**config.mk**
```make
export PLATFORM = sky130hd
export DESIGN_NAME = proc_feeder
export DESIGN_NICKNAME = d
export VERILOG_FILES = /design/src/rtl/proc_pkg.sv /design/src/rtl/proc_feeder.sv
export SDC_FILE = /design/constraint.sdc
export NUM_CORES = 1
export LEC_CHECK = 0
export BUFFER_PORTS_ARGS = -buffer_cell sky130_fd_sc_hd__buf_2
export CAP_MARGIN = 10
export CORE_ASPECT_RATIO = 0.9
export CORE_MARGIN = 2
export CORE_UTILIZATION = 53
export DETAILED_ROUTE_END_ITERATION = 8
export PLACE_DENSITY = 0.86
export SKIP_CTS_REPAIR_TIMING = 1
export SYNTH_ARGS = -nofsm -noshare
export SYNTH_HDL_FRONTEND = slang
export SYNTH_SLANG_ARGS = --single-unit
```
**constraint.sdc**
```tcl
create_clock -name Clock -period 2 [get_ports Clock]
set_clock_uncertainty 0.05 [all_clocks]
set_input_delay 0.2 -clock Clock [delete_from_list [all_inputs] [get_ports Clock]]
set_output_delay 0.2 -clock Clock [all_outputs]
set_load 0.02 [all_outputs]
```
**src/rtl/proc_pkg.sv**
```systemverilog
// rtl/proc_pkg.sv - shared types and constants for the processor instruction feeder
//
// Provides the feeder FSM state encoding, the opcode values the feeder
// recognises, the bus data width, and a helper that extracts the opcode
// field from an instruction word.
package proc_pkg;

    localparam int DATA_W = 16;

    localparam logic [2:0] OP_MV   = 3'b000;
    localparam logic [2:0] OP_MVI  = 3'b001;
    localparam logic [2:0] OP_ADD  = 3'b010;
    localparam logic [2:0] OP_SUB  = 3'b011;
    localparam logic [2:0] OP_HALT = 3'b111;

    typedef enum logic [2:0] {
        IDLE   = 3'd0,
        FETCH  = 3'd1,
        DECODE = 3'd2,
        ISSUE  = 3'd3,
        IMM    = 3'd4,
        WAIT   = 3'd5,
        HALT   = 3'd6
    } state_t;

    // The opcode field occupies the top three bits of an instruction word.
    function automatic logic [2:0] opcode_of(input logic [DATA_W-1:0] word);
        return word[DATA_W-1 -: 3];
    endfunction

endpackage

```
**src/rtl/proc_feeder.sv**
```systemverilog
// rtl/proc_feeder.sv - instruction-issuing front end driving the processor DIN/Run/Done interface
//
// Walks a program held in an external synchronous ROM, presents each
// instruction on DIN with a one-cycle Run pulse, supplies the immediate
// word for move-immediate on the following cycle, then waits for Done.
//
// Ports:
//   Clock       - system clock
//   Reset       - synchronous active-high reset
//   Start       - launch program at address 0 (honoured in IDLE/HALT only)
//   MemAddr     - ROM read address (low bits of PC)
//   MemData     - ROM read data, one cycle after MemAddr
//   DIN         - instruction / immediate word to the processor
//   Run         - one-cycle pulse marking a new instruction on DIN
//   Done        - processor instruction-complete strobe
//   Busy        - high from FETCH through WAIT
//   Halted      - high in HALT
//   InstrCount  - instructions completed since Start, saturating
//   WdErr       - watchdog expiry flag (PROC_FEEDER_WATCHDOG_EN only)
//
// Build option PROC_FEEDER_WATCHDOG_EN bounds the WAIT state to WD_CYCLES
// cycles; without it WAIT is unbounded.
module proc_feeder
    import proc_pkg::*;
#(
    parameter int ADDR_W   = 5,
    parameter int PROG_LEN = 32
`ifdef PROC_FEEDER_WATCHDOG_EN
    ,
    parameter int WD_CYCLES = 64
`endif
) (
    input  logic              Clock,
    input  logic              Reset,
    input  logic              Start,
    output logic [ADDR_W-1:0] MemAddr,
    input  logic [DATA_W-1:0] MemData,
    output logic [DATA_W-1:0] DIN,
    output logic              Run,
    input  logic              Done,
    output logic              Busy,
    output logic              Halted,
    output logic [DATA_W-1:0] InstrCount
`ifdef PROC_FEEDER_WATCHDOG_EN
    ,
    output logic              WdErr
`endif
);

    localparam logic [ADDR_W:0] PROG_END = (ADDR_W+1)'(PROG_LEN);
    localparam logic [ADDR_W:0] PC_ONE   = (ADDR_W+1)'(1);

    state_t            state;
    state_t            state_next;
    // One extra bit so PC can reach PROG_LEN (even 2**ADDR_W) without wrapping.
    logic [ADDR_W:0]   pc;
    logic [DATA_W-1:0] instr_reg;
    logic [DATA_W-1:0] instr_count;

    logic              start_take;
    logic              done_take;
    logic [ADDR_W:0]   pc_at_done;
    logic              prog_end;
    logic              wd_expire;

    assign start_take = Start && (state == IDLE || state == HALT);
    assign done_take  = Done && (state == IMM || state == WAIT);
    // IMM increments PC on the same edge that may complete the instruction,
    // so the end-of-program test must look at the post-increment value.
    assign pc_at_done = (state == IMM) ? pc + PC_ONE : pc;
    assign prog_end   = (pc_at_done >= PROG_END);

`ifdef PROC_FEEDER_WATCHDOG_EN
    localparam int              WD_W      = $clog2(WD_CYCLES + 1);
    localparam logic [WD_W-1:0] WD_LAST   = WD_W'(WD_CYCLES - 1);
    localparam logic [WD_W-1:0] WD_ONE    = WD_W'(1);

    logic [WD_W-1:0] wd_cnt;

    assign wd_expire = (state == WAIT) && !Done && (wd_cnt == WD_LAST);

    always_ff @(posedge Clock) begin
        if (Reset) begin
            wd_cnt <= '0;
            WdErr  <= 1'b0;
        end else begin
            // Counts WAIT cycles; restarts on every entry to WAIT.
            if (state == WAIT) begin
                wd_cnt <= wd_cnt + WD_ONE;
            end else begin
                wd_cnt <= '0;
            end
            if (start_take) begin
                WdErr <= 1'b0;
            end else if (wd_expire) begin
                WdErr <= 1'b1;
            end
        end
    end
`else
    assign wd_expire = 1'b0;
`endif

    // State register.
    always_ff @(posedge Clock) begin
        if (Reset) begin
            state <= IDLE;
        end else begin
            state <= state_next;
        end
    end

    // Next-state logic.
    always_comb begin
        state_next = state;
        case (state)
            IDLE:    if (Start) state_next = FETCH;
            FETCH:   state_next = DECODE;
            DECODE:  state_next = (opcode_of(MemData) == OP_HALT) ? HALT : ISSUE;
            ISSUE:   state_next = (opcode_of(instr_reg) == OP_MVI) ? IMM : WAIT;
            IMM: begin
                if (Done) begin
                    state_next = prog_end ? HALT : FETCH;
                end else begin
                    state_next = WAIT;
                end
            end
            WAIT: begin
                if (Done) begin
                    state_next = prog_end ? HALT : FETCH;
                end else if (wd_expire) begin
                    state_next = HALT;
                end
            end
            HALT:    if (Start) state_next = FETCH;
            default: state_next = IDLE;
        endcase
    end

    // Output logic.
    always_comb begin
        Run    = 1'b0;
        Busy   = 1'b0;
        Halted = 1'b0;
        DIN    = '0;
        case (state)
            FETCH, DECODE: Busy = 1'b1;
            ISSUE: begin
                Busy = 1'b1;
                Run  = 1'b1;
                DIN  = instr_reg;
            end
            IMM: begin
                Busy = 1'b1;
                // ROM was addressed with the incremented PC during ISSUE,
                // so MemData already carries the immediate word.
                DIN  = MemData;
            end
            WAIT: begin
                Busy = 1'b1;
                DIN  = instr_reg;
            end
            HALT:    Halted = 1'b1;
            default: ;
        endcase
    end

    assign MemAddr    = pc[ADDR_W-1:0];
    assign InstrCount = instr_count;

    // Program counter, instruction register and completion counter.
    always_ff @(posedge Clock) begin
        if (Reset) begin
            pc          <= '0;
            instr_reg   <= '0;
            instr_count <= '0;
        end else begin
            if (start_take) begin
                pc          <= '0;
                instr_count <= '0;
            end
            if (state == DECODE && opcode_of(MemData) != OP_HALT) begin
                instr_reg <= MemData;
                pc        <= pc + PC_ONE;
            end
            if (state == IMM) begin
                pc <= pc + PC_ONE;
            end
            if (done_take && instr_count != {DATA_W{1'b1}}) begin
                instr_count <= instr_count + 1'b1;
            end
        end
    end

endmodule

```
# --- Word level (Yosys, flattened, before mapping) ---
# Cells that the tools add are included.
word_totals:
  output_inout_bits: 40
  ramBits: 0
  wordCells: 49
  latch_bits: 0
  memories: 0
  romBits: 0
  input_bits: 20
  register_bits: 41
op_classes:
  shift: 0
  div: 0
  muxes: 17
  mul: 0
  eq_ne: 12
  bitwise: 0
  addsub: 2
  reduce_logical: 13
  n_lt_le_gt_ge: 1
ops:
  columns: ["operator", "n"]
  rows:
  - ["two-way mux 16 bit", 2]
  - ["case mux 16 bit (2 select lines)", 1]
  - ["two-way mux 6 bit", 4]
  - ["case mux 3 bit (6 select lines)", 1]
  - ["adder 16 x 1 -> 16 bit, second input constant", 1]
  - ["!= test 16 bit, second input constant", 1]
  - ["two-way mux 3 bit", 5]
  - ["equality test 3 bit, second input constant", 4]
  - ["adder 6 x 1 -> 6 bit, second input constant", 1]
  - ["equality test 3 x 1 -> 1 bit, second input constant", 2]
  - ["equality test 3 x 2 -> 1 bit, second input constant", 2]
  - ["greater-or-equal comparator 6 bit, second input constant", 1]
  - ["OR reduction 5 bit", 1]
  - ["logical AND 1 bit", 4]
  - ["two-way mux 1 bit", 4]
  - ["OR reduction 2 bit", 2]
  - ["zero test 3 bit", 1]
  - ["!= test 3 bit, second input constant", 1]
  - ["nonzero test 3 bit", 1]
  - ["logical OR 1 bit", 2]
  - ["!= test 2 x 1 -> 1 bit, second input constant", 1]
  - ["!= test 2 bit, second input constant", 1]
  - ["AND reduction 2 bit", 1]
  - ["nonzero test 2 bit", 1]

# --- Depth between registers and ports, before layout ---
logic_depth:
  word_depth: 6
  mapped_depth: 6
  ltp_nobuf: 5

# --- Worst setup path before layout ---
# No wires, ideal clock.
synth_timing:
  kind: "register -> register"
  start: "register instr_count[0], in the netlist InstrCount[0]"
  end: "register instr_count[12], in the netlist InstrCount[12]"
  setup_ns: 0.072
  arrival_ns: 1.922
  path_stages_with_launch: 7
  required_ns: 1.878
  n_path_buf: 1
  period_less_slack_ns: 2.044
  path_slack_ns: -0.044
  cell_sequence: "dfxtp_1 > ha_1 > nand3_2 > or4_1 > buf_2 > a21boi_4 > a2bb2oi_1"
synth_between:
  elab_chain_cells: 3
  word_cells_on_any_way: 5
  cone_classes: "add/sub: 1; eq/ne: 1; mux: 1; reduce/logical: 2"
synth_rtl:
  columns: ["element", "line", "text"]
  rows:
  - ["start: declaration", "proc_feeder.sv:58", "logic [DATA_W-1:0] instr_count;"]
  - ["start signal: assignment", "proc_feeder.sv:190", "instr_count <= instr_count + 1'b1;"]
  - ["branches (longest 3 deep; another with adder 16 x 1 -> 16 bit)", null, null]
# Several ways; the timed one is not identified.
# A chain may end at the register's enable or synchronous reset.

# --- Worst setup path in the final report ---
layout_timing:
  start: "register instr_count[1], in the netlist InstrCount[1]"
  end: "register instr_count[12], in the netlist InstrCount[12]"
# Same word-level chain as after synthesis.

==> results.py <==
metrics = {
    "timing": {
        "slew_headroom": 0.610,
        "worst_slew_pin_slew_ns": 0.581,
        "holdWs_ns": 0.0919,
        "period_needed_ns": 1.86,
        "finalHoldViolations": 0,
        "slew_violations": 0,
        "setup_viol": 0,
        "fmax_mhz": 538,
        "fin_crit_sh": 0.930,
        "rsz0062_at_grt": "no",
    },
    "logic_synthesis": {
        "syn_area_um2": 2320,
        "synth_simple_gate_area_frac": 0.256,
        "syn_avg_cell_area_um2": 7.93,
        "ys_ff_latch": 41,
        "synth_edf_count": 0,
        "yosysWarnings": 0,
        "synth.mux.area_fraction": 0.0135,
        "synth_fa_ha_area_frac": 0.0108,
        "ys_types": 54,
        "synthArstFlopShare": 0,
        "synth_top_area_frac": 0.353,
        "synth_top_cell_by_area": "dfxtp_1",
        "synth_compound_gate_area_share": 0.286,
        "synth_nets": 315,
        "postSynthCellCount": 293,
        "synth_top_family_by_area": "compound AO/OA/AOI/OAI gates",
        "synth_area_leaders": "dfxtp_1 35%, nand2_1 6.8%, a21oi_1 6.3%, a22o_1 6.0%, nand3_1 3.0%",
        "ys_seq_area_frac": 0.353,
        "ys.flop_type": "dfxtp_1",
        "synthXorXnorAreaFrac": 0.0151,
    },
    "placement": {
        "gp_congestion": 0.874,
        "placedCellCount": 416,
        "portBuffers": 59,
        "hpwlAfterDp_um": 4240,
    },
    "global_routing": {
        "track_usage": 0.255,
        "grt_pass1_vias": 2097,
        "grt_pass1_wl_um": 9810,
        "grt_max_degree": 30,
        "grt_overflow": 0,
        "antenna_found_initial": 0,
    },
    "floorplanning": {
        "die_h_um": 66.8,
        "rows": 22,
        "start_util": 0.559,
        "dieWidth_um": 73.8,
        "fp.coreArea_um2": 4160,
        "die_area_um2": 4930,
        "ioPinCount": 60,
    },
    "finish": {
        "seq_area_um2": 823,
        "final_common_cell": "buf_2",
        "stdcell_count": 425,
        "area_delta_synth_final_pct": 24.8,
        "drive_gt1_frac": 0.293,
        "fin_nets": 386,
        "antenna_cells": 0,
        "final_cell_mix": "59 x buf_2, 42 x nand2_1, 39 x dfxtp_1",
        "fill_cells": 339,
        "multiInputGateArea_um2": 1370,
    },
    "worst_setup_path": {
        "r2r_cells": 5,
        "cp_slowest_cell": "or4_4",
        "crit_family": "simple AND/OR/NAND/NOR gates",
        "cp_cell_sequence": "ha_1 > nand3_2 > or4_4 > a21boi_4 > a2bb2oi_1",
        "reg2reg_setup_slack_ns": 0.14,
        "crit_path_max_incr_delay_ns": 0.61,
        "path_max_fanout": 7,
        "r2r-start": "InstrCount[1]",
        "worstSetupPathType": "reg -> reg",
        "critPathArrivalTime_ns": 2.05,
        "crit_cells": 5,
        "worstPathRequired_ns": 2.19,
        "cp-end-kind": "flip-flop",
        "cp-start-kind": "flip-flop",
        "worst-path-buf-inv": 0,
        "r2r_end": "InstrCount[12]",
    },
    "detailed_routing": {
        "first_pass_iters": 7,
        "ant_nets": 0,
        "vias": 2537,
        "wire_per_inst_um": 14.2,
        "vias_per_cell": 5.97,
        "drc": 0,
        "drt_iter0_drc": 225,
        "wl_um": 6050,
    },
    "cts": {
        "clockBufferDepth": 2,
        "insertion_delay_ns": 0.30,
        "cts_buffers": 5,
        "htreeDepth": 2,
        "cts.sinks": 41,
        "cts_tree": "done",
        "root_buffer": "clkbuf_8",
        "path_clk_slew_ns": 0.08,
    },
    "hold_path": {
        "min_from": "MemData[11]",
        "holdPathStages": 3,
        "min_path_type": "in -> reg",
        "holdPathEnd": "instr_reg[11]",
    },
    "power_and_ir_drop": {
        "leakagePower_nw": 1.20,
        "p_per_area_nw_per_um2": 557,
        "vdd_ir_drop_max_v": 0.000476,
    },
    "outcome": {
        "status": "finished, final reports clean",
    },
    "run": {
        "max-cap-violations": 0,
    },
}
-- power by group --
group	total, W	internal, W	switching [W]
logic	0.000216	0.0000824	0.000134
registers	0.000856	0.000838	0.0000185
clock network	0.000541	0.000241	0.000300
-- final cells by class --
type                            count  area share
Clock buffer                        5      0.0237
Clock inverter                      3     0.00604
Inverter                           11      0.0142
Multi-Input combinational cell    220       0.474
Sequential cell                    41       0.284
Tap cell                           60      0.0259
Timing Repair Buffer               85       0.172
-- worst max-delay path by stage --
stage | end | slack [ns] | startpoint
CTS | DIN[3] | -0.22 | state[2]
global route | DIN[3] | 0.04 | state[2]
finish | InstrCount[12] | 0.14 | InstrCount[1]
detailed placement | InstrCount[12] | 0.08 | InstrCount[0]
global placement | InstrCount[12] | 0.13 | InstrCount[13]
floorplan | InstrCount[13] | 0.07 | InstrCount[5]
-- cells in the mapped netlist (5+ instances only) --
master	n
dfxtp_1	41
o21ai_0	13
nor3_1	11
buf_2	6
nor2_1	12
a21o_1	5
a31oi_1	7
buf_4	6
a21oi_1	29
clkbuf_1	9
nand3_1	14
nand2_1	42
a22o_1	16
inv_1	11
-- worst register-to-register path, stage by stage (launching register included) --
cell	delay, ns
dfxtp_2	0.33
ha_1	0.22
nand3_2	0.11
or4_4	0.61
a21boi_4	0.30
a2bb2oi_1	0.18
-- layer usage --
layer	up-vias	global-route usage	routed length, µm
li1	1231	-	-
met1	1170	0.366	2740
met2	129	0.372	2710
met3	7	0.0530	523
met4	0	0.0977	80
met5	-	0	0
-- cells by family (layout without fill, tap and decap cells) --
| group | Yosys count | in the layout |
|---|---|---|
| adders and majority gates | 2 | 2 |
| buffers and inverters | 32 | 104 |
| muxes | 3 | 3 |
| xor gates and xnor gates | 4 | 4 |
| and+or+nand+nor | 114 | 114 |
| DFF | 41 | 41 |
| AOI/OAI and AO/OA | 97 | 97 |
-- through the flow --
stage               power, W  setup TNS [ns]  area (µm²)  utilization  setup slack, ns
detailed placement   0.00108               0        2780        0.669           0.0801
CTS                  0.00161           -3.31        2870        0.689           -0.222
finish               0.00161               0        2900        0.697            0.140
global route         0.00167               0        2900        0.697           0.0358
floorplan            0.00100               0        2320            -           0.0691
global placement     0.00108               0        2780        0.669            0.134
Note: power is estimated with default switching activity, not from simulation.
